## src/rtl/exec_writeback_scheduler.sv

```systemverilog
// Writeback slot pipeline between the SPU execute stage and the register-file write port.
// Optional macro WB_FLUSH_EN adds a flush input that invalidates every in-flight result.
module exec_writeback_scheduler #(
    parameter int MAX_LAT    = 7,
    parameter int REG_ADDR_W = 7,
    parameter int DATA_W     = 128,
    parameter int CNT_W      = 16
) (
    input  logic                  clk,
    input  logic                  reset,
`ifdef WB_FLUSH_EN
    input  logic                  flush,
`endif
    input  logic                  issue_valid,
    output logic                  issue_ready,
    input  logic [REG_ADDR_W-1:0] issue_rt,
    input  logic [2:0]            issue_latency,
    input  logic [DATA_W-1:0]     issue_result,
    input  logic [REG_ADDR_W-1:0] issue_ra,
    input  logic [REG_ADDR_W-1:0] issue_rb,
    input  logic [REG_ADDR_W-1:0] issue_rc,
    input  logic                  issue_ra_used,
    input  logic                  issue_rb_used,
    input  logic                  issue_rc_used,
    output logic                  wb_en,
    output logic [REG_ADDR_W-1:0] wb_rt,
    output logic [DATA_W-1:0]     wb_data,
    output logic [3:0]            inflight,
    output logic [CNT_W-1:0]      stall_cycles
);
    localparam int DEPTH = MAX_LAT + 1;
    localparam int LW    = (DEPTH > 1) ? $clog2(DEPTH) : 1;

    typedef struct packed {
        logic                  valid;
        logic [REG_ADDR_W-1:0] rt;
        logic [DATA_W-1:0]     data;
    } slot_t;

    slot_t            slot_q [DEPTH];
    slot_t            slot_d [DEPTH];
    logic [3:0]       inflight_q, inflight_d;
    logic [CNT_W-1:0] stall_q, stall_d;

    logic          flush_w;
    logic [LW-1:0] lat_eff;
    logic          port_conflict, raw, waw, accept, stall;

`ifdef WB_FLUSH_EN
    assign flush_w = flush;
`else
    assign flush_w = 1'b0;
`endif

    // Hazard detection looks at every valid slot, slot 0 included: the
    // register file is read before that same-cycle write lands.
    always_comb begin
        lat_eff       = (int'(issue_latency) > MAX_LAT) ? LW'(MAX_LAT) : LW'(issue_latency);
        port_conflict = 1'b0;
        raw           = 1'b0;
        waw           = 1'b0;
        for (int i = 0; i < DEPTH - 1; i++)
            if (int'(lat_eff) == i && slot_q[i+1].valid) port_conflict = 1'b1;
        for (int i = 0; i < DEPTH; i++) begin
            if (slot_q[i].valid) begin
                if (issue_ra_used && issue_ra == slot_q[i].rt) raw = 1'b1;
                if (issue_rb_used && issue_rb == slot_q[i].rt) raw = 1'b1;
                if (issue_rc_used && issue_rc == slot_q[i].rt) raw = 1'b1;
                if (issue_rt == slot_q[i].rt) waw = 1'b1;
            end
        end
    end

    assign issue_ready = !(port_conflict || raw || waw || flush_w);
    assign accept      = issue_valid && issue_ready;
    assign stall       = issue_valid && !issue_ready && !flush_w;

    always_comb begin
        for (int i = 0; i < DEPTH - 1; i++) slot_d[i] = slot_q[i+1];
        slot_d[DEPTH-1] = '0;
        if (accept) begin
            slot_d[lat_eff].valid = 1'b1;
            slot_d[lat_eff].rt    = issue_rt;
            slot_d[lat_eff].data  = issue_result;
        end
        if (flush_w)
            for (int i = 0; i < DEPTH; i++) slot_d[i].valid = 1'b0;

        inflight_d = '0;
        for (int i = 0; i < DEPTH; i++) inflight_d = inflight_d + 4'(slot_d[i].valid);

        stall_d = stall_q;
        if (stall && stall_q != {CNT_W{1'b1}}) stall_d = stall_q + 1'b1;
    end

    always_ff @(posedge clk) begin
        if (reset) begin
            for (int i = 0; i < DEPTH; i++) slot_q[i] <= '0;
            inflight_q <= '0;
            stall_q    <= '0;
        end else begin
            for (int i = 0; i < DEPTH; i++) slot_q[i] <= slot_d[i];
            inflight_q <= inflight_d;
            stall_q    <= stall_d;
        end
    end

    assign wb_en        = slot_q[0].valid;
    assign wb_rt        = slot_q[0].rt;
    assign wb_data      = slot_q[0].data;
    assign inflight     = inflight_q;
    assign stall_cycles = stall_q;
endmodule

```

## config.mk

```make
export PLATFORM = sky130hd
export DESIGN_NAME = exec_writeback_scheduler
export DESIGN_NICKNAME = d
export VERILOG_FILES = /design/src/rtl/exec_writeback_scheduler.sv
export SDC_FILE = /design/constraint.sdc
export NUM_CORES = 2
export LEC_CHECK = 0
export CORE_AREA = 2 2 361 363
export DETAILED_ROUTE_END_ITERATION = 6
export DIE_AREA = 0 0 363 365
export SYNTH_ARGS = -nofsm -noshare
export SYNTH_HDL_FRONTEND = slang
export SYNTH_SLANG_ARGS = --single-unit
```

## constraint.sdc

```tcl
create_clock -name clk -period 5.2 [get_ports clk]
set_input_delay 1.3 -clock clk [delete_from_list [all_inputs] [get_ports clk]]
set_output_delay 1.3 -clock clk [all_outputs]
set_load 0.02 [all_outputs]
```

## Yosys cells after proc, flatten, opt, wreduce, memory -nomap -nowiden

Memory sizes are Yosys's and may differ from the RTL's.
Cells that the tools add are included.

- Flip-flop bits (word level): 20
- Bits in writable memories: 1088
- Output and inout port bits: 157
- Memories: 1

- Add/sub/neg operators: 8
- $lt $le $gt $ge: 2
- Equality and inequality tests: 39
- Multiplexer cells: 76
- Bitwise operators: 9
- Reductions and logical operators: 39

Memory list:

| memory | words | bits a word | read ports | clocked after Yosys merged registers in | write ports | line | RTL |
|---|---|---|---|---|---|---|---|
| slot_q | 8 | 136 | 8 | 0 | 8 | 40 | `slot_t slot_q [DEPTH];` |

Operators with widths:

| operator | number |
|---|---|
| bitwise mux 1088 bit | 3 |
| demux 136 bit (select 3 bit) | 3 |
| two-way mux 136 bit | 9 |
| two-way mux 1088 bit | 1 |
| == test 7 bit | 32 |
| two-way mux 135 bit | 1 |
| two-way mux 128 bit | 1 |
| two-way mux 1 bit | 58 |
| logical AND 1 bit | 35 |
| adder 16 x 1 -> 16 bit (second input constant) | 1 |
| adder 4 x 1 -> 4 bit | 4 |
| != test 16 bit (second input constant) | 1 |
| == test 3 bit (second input constant) | 4 |
| bitwise OR 1 bit | 8 |
| == test 3 x 2 -> 1 bit (second input constant) | 2 |
| adder 3 x 1 -> 4 bit | 1 |
| >= comparator 4 bit (second input constant) | 1 |
| less-than comparator 4 x 1 -> 1 bit (second input constant) | 1 |
| NOT 3 -> 4 bit | 1 |
| adder 2 x 1 -> 3 bit | 1 |
| zero test 3 bit | 1 |
| adder 1 x 1 -> 2 bit | 1 |
| logical OR 1 bit | 2 |
| zero test 1 bit | 1 |

## Logic depth before layout (Yosys ltp)

An unclocked memory read counts as a cell.

- Word-level depth: 47
- Depth in mapped cells: 19
- Mapped depth without buffers: 17

## Worst setup path after synthesis

Ideal clock, no wire load.

- Kind: input -> register
- Start: input issue_rc[4]
- End: register inflight_q[2], in the netlist inflight[2]
- Setup time: 0.128 ns
- Arrival: 5.311 ns
- Data required time: 5.072 ns
- Path slack: -0.238 ns
- Stages on the path: 19
- Path buffers: 3
- Path through: buf_2 xor2_1 nor2_1 nand4_1 o21ai_1 o31a_1 nor3_2 buf_2 buf_1 a21oi_1 fa_1 fa_1 fa_1 inv_1 ha_1 inv_1 fa_1 xor2_1 nor2_1

- Word-level cells in the longest chain between the ends: 44
- Elaborated cells between the ends (all ways): 58

Ends and longest elaborated chain:

| what | line | RTL |
|---|---|---|
| from (decl) | 21 | `input logic [REG_ADDR_W-1:0] issue_rc,` |
| == test 7 bit | 68 | `if (issue_rc_used && issue_rc == slot_q[i].rt) raw = 1'b1;` |
| logical AND 1 bit | 68 |  |
| two-way mux 1 bit | 68 |  |
| two-way mux 1 bit | 65 | `if (slot_q[i].valid) begin` |
| two-way mux 1 bit | 66 | `if (issue_ra_used && issue_ra == slot_q[i].rt) raw = 1'b1;` |
| two-way mux 1 bit | 67 | `if (issue_rb_used && issue_rb == slot_q[i].rt) raw = 1'b1;` |
| two-way mux 1 bit | 68 |  |
| two-way mux 1 bit | 65 |  |
| [26 not listed] | -- |  |
| zero test 1 bit * | 74 | `assign issue_ready = !(port_conflict \|\| raw \|\| waw \|\| flush_w);` |
| logical AND 1 bit * | 75 | `assign accept = issue_valid && issue_ready;` |
| two-way mux 1088 bit * | 81 | `if (accept) begin` |
| adder 1 x 1 -> 2 bit | 90 | `for (int i = 0; i < DEPTH; i++) inflight_d = inflight_d + 4'(slot_d[i].valid);` |
| adder 2 x 1 -> 3 bit | 90 |  |
| adder 3 x 1 -> 4 bit | 90 |  |
| adder 4 x 1 -> 4 bit (3 in a row) | 90 |  |
| adder 4 x 1 -> 4 bit * | 90 |  |
| to (signal assigned) | 103 | `inflight_q <= inflight_d;` |
| to (decl) | 42 | `logic [3:0] inflight_q, inflight_d;` |

Mark *: on every way between the ends. The rest lies on a longest branch, timed or not.
A chain may end at the register's enable or synchronous reset.

## Worst setup path in the final report

- Start: input issue_rt[6]
- End: register inflight_q[2], in the netlist inflight[2]

- Word-level cells in the longest chain between the ends: 28
- Elaborated cells between the ends (all ways): 35

Ends and longest elaborated chain:

| what | line | RTL |
|---|---|---|
| from (decl) | 16 | `input logic [REG_ADDR_W-1:0] issue_rt,` |
| == test 7 bit | 69 | `if (issue_rt == slot_q[i].rt) waw = 1'b1;` |
| two-way mux 1 bit | 69 |  |
| two-way mux 1 bit | 65 |  |
| two-way mux 1 bit | 69 |  |
| two-way mux 1 bit | 65 |  |
| two-way mux 1 bit | 69 |  |
| two-way mux 1 bit | 65 |  |
| two-way mux 1 bit | 69 |  |
| [10 not listed] | -- |  |
| zero test 1 bit * | 74 |  |
| logical AND 1 bit * | 75 |  |
| two-way mux 1088 bit * | 81 |  |
| adder 1 x 1 -> 2 bit | 90 |  |
| adder 2 x 1 -> 3 bit | 90 |  |
| adder 3 x 1 -> 4 bit | 90 |  |
| adder 4 x 1 -> 4 bit (3 in a row) | 90 |  |
| adder 4 x 1 -> 4 bit * | 90 |  |

Marks and branches as above.

==> results.tsv <==
metric	value	unit
leading cell types in the layout, fill and taps excluded	dfxtp_1, nor2_1, mux2i_1, clkdlybuf4s50_1, xnor2_1	
RSZ-0062 raised after global routing	yes	
die area	132000	um2
Worst Hold Class	flip-flop to flip-flop	
crit path kind	input port to flip-flop	
Final nets	4345	
r2r setup slk	0.60	ns
Reg-to-Reg Start	slot_q[0][950]	
Routed Antenna Nets	0	
crit share post-route	0.986	
MaxCap Viol Count	0	
top-area cell type share of the netlist area	0.527	
I/O Pins	322	
power density over the cells	363	nW/um2
maximum vdd drop	0.299	mV
Synth Cell Area	42100	um2
Max Slew Vio Count	0	
drt first pass iters	6	
most common cell after layout, fill and taps aside	dfxtp_1	
# Post-CTS Setup Buffers	0	
crit path cell chain	clkdlybuf4s50_1, buf_12, xor2_1, nor4_1, nand4_1, o21ai_1, o31a_1, nor3_4, nand2_2, or3_1, fa_1, fa_1, fa_1, inv_1, ha_2, inv_2, fa_1, xor2_1, nor2_1	
final worst slack	0.0743	ns
gpl congestion	0.874	
sequential-to-total area share from yosys stat	0.527	
Routed WL	101000	um
minimum clock period	5.13	ns
DRC	0	
CP Data Arrival Time	5.74	ns
pre-CTS setup slack	-0.849	ns
CP required	5.82	ns
synth unique cells	45	
Hold EP	slot_q[0][901]	
Max Clock Freq	195	MHz
Yosys warnings	0	
routed len/inst	17.0	um
share of post-route cells with drive strength above 1	0.0800	
CP most frequent cell	fa_1	
CP Max Fanout	10	
vias per cell	4.57	
CTS tree	done	
Setup Viol. Count Final	0	
Placed Instances	5726	
initial drt markers	1499	
reg2reg path depth	17	
WHS Path Cells	2	
post-layout power	0.0182	W
Synth area leaders	dfxtp_1, mux2i_1, nor2_1, xnor2_1, buf_4	
hold_ws	0.428	ns
PortBufs	321	
Die W	363	um
maximum number of pins on one net before global-route repair	154	
vias	27200	
fin cells	5938	
Critical Path Start Type	input port	
Util after Layout	0.390	
top_reg_cell synth	dfxtp_1	
number of synthesized flops with an enable pin	0	
Global Route Usage Sum	0.150	
CP Capture Type	flip-flop	
Hold Crit Start	slot_q[0][1037]	
Clock Latency Late Sink	0.74	ns
post-synthesis cell count	4056	
Reg clk slew, reported paths	0.06	ns
Max Buffers Root-to-Sink	3	
hpwl dp	62700	um
die span in y	365	um
Mapped Avg Cell Area	10.4	um2
vias in the first global route	26700	
total CTS buffers	119	
Root Buffer	clkbuf_16	
CP peak stage delay	0.51	ns
initial antenna violation count	10	
Layout area overhead	19.3	%
status	finished, final reports clean	
core footprint	129000	um2
Post-Syn Nets	4229	
cell family with most CP delay	adder cells	
Final Hold Viols	0	
Overflow after GRT	0	
Post-synth ARST share	0	
clk_skew	0.0496	ns
worst slew pin tran	1.01	ns
CP Buf/Inv Count	4	
Seq cells post-synth	1108	
CTS Sinks	1108	
initial core utilization	0.327	
Cell Rows	132	
Crit Reg-Reg Endpoint	inflight[2]	
CP max stage cell	clkdlybuf4s50_1	
first-pass GRT wire length	158000	um
Max transition margin	0.325	
cell taking the most area after synthesis	dfxtp_1	
CTS H-tree depth	3	
hold buffers post-CTS	0	
Leakage	25.1	nW
[flip-flops by register name (all words and copies together) (netlist names)]
signal / flops
slot_q: 1088
stall_cycles: 16
inflight: 4
[per-stage QoR]
step / cell area [um2] / setup TNS (ns)
final: 50200 / 0
after CTS: 50200 / 0
after detailed placement: 46300 / -2.61
after floorplan: 42200 / -0.0994
after global placement: 46300 / -2.25
after global routing: 50200 / -0.0166
[power breakdown]
group	internal (W)	total, W	switching (W)	leakage [nW]
Combinational	0.000519	0.00117	0.000654	14.2
Clock	0.00486	0.00833	0.00347	1.92
Sequential	0.00865	0.00873	0.0000718	8.96
Total	0.0140	0.0182	0.00420	25.1
[per-layer routing]
layer	global-route usage	part of all wire	vias to the layer above	wire, um
met4	0.0533	0.026	18	2580
met2	0.247	0.47	417	46900
met3	0.0287	0.041	178	4080
met1	0.196	0.47	13200	47100
li1	-	-	13300	-
met5	0	0.0010	-	103
[what timing repair did]
item	4_1_cts	5_1_grt
pin swaps	0	1
endpoints found under the hold margin	0	0
setup endpoints to repair	2	3
gates resized for setup	5	8
[cells in the mapped netlist (5+ instances only)]
cell type / instances
dfxtp_1: 1108
nor2_1: 999
mux2i_1: 947
buf_4: 167
xnor2_1: 144
buf_2: 138
and2_1: 135
clkbuf_1: 132
xor2_1: 89
nand4_1: 53
nand2_1: 17
nor4_1: 15
a21oi_1: 14
inv_1: 9
buf_6: 8
nand3_1: 8
nand2b_1: 6
nor2b_1: 6
mux2_2: 5
o21ai_0: 5
[cell type report]
| type | count | area, um2 |
|---|---|---|
| tap | 1675 | 2100 |
| sequential | 1108 | 22200 |
| clock buffer | 172 | 3500 |
| fill | 12600 | 78400 |
| multi-input combinational | 2493 | 17400 |
| inverter | 9 | 33.8 |
| clock inverter | 39 | 427 |
| antenna | 1 | 2.50 |
| timing repair buffer | 441 | 4560 |
[worst max path at each step]
stage,start,endpoint,slack [ns],cells after the start
floorplan,issue_rt[5],inflight[2],-0.07,19
global placement,issue_rb[5],inflight[2],-0.76,19
detailed placement,issue_rb[2],inflight[2],-0.85,18
CTS,issue_rt[6],issue_ready,0.008,12
global route,issue_rt[3],inflight[2],-0.02,19
finish,issue_rt[6],inflight[2],0.07,19
[logic make-up (layout without fill, tap and decap cells)]
family                   Yosys count  after routing  synth area share
multiplexers                     952            952             0.227
AO/OA/AOI/OAI                     41             41           0.00630
flip-flops                      1108           1108             0.527
buffers and inverters            455            661            0.0610
XOR/XNOR                         233            233            0.0485
AND/OR/NAND/NOR                 1259           1259             0.128
other                              0              1                 0
adder cells (fa/ha/maj)            8              8           0.00309
[worst min-delay path, cell delays in order, from the launching register on]
cell and delay, ns:
dfxtp_1 0.30, mux2i_1 0.06, nor2_1 0.07
(Power assumes the default switching activity.)
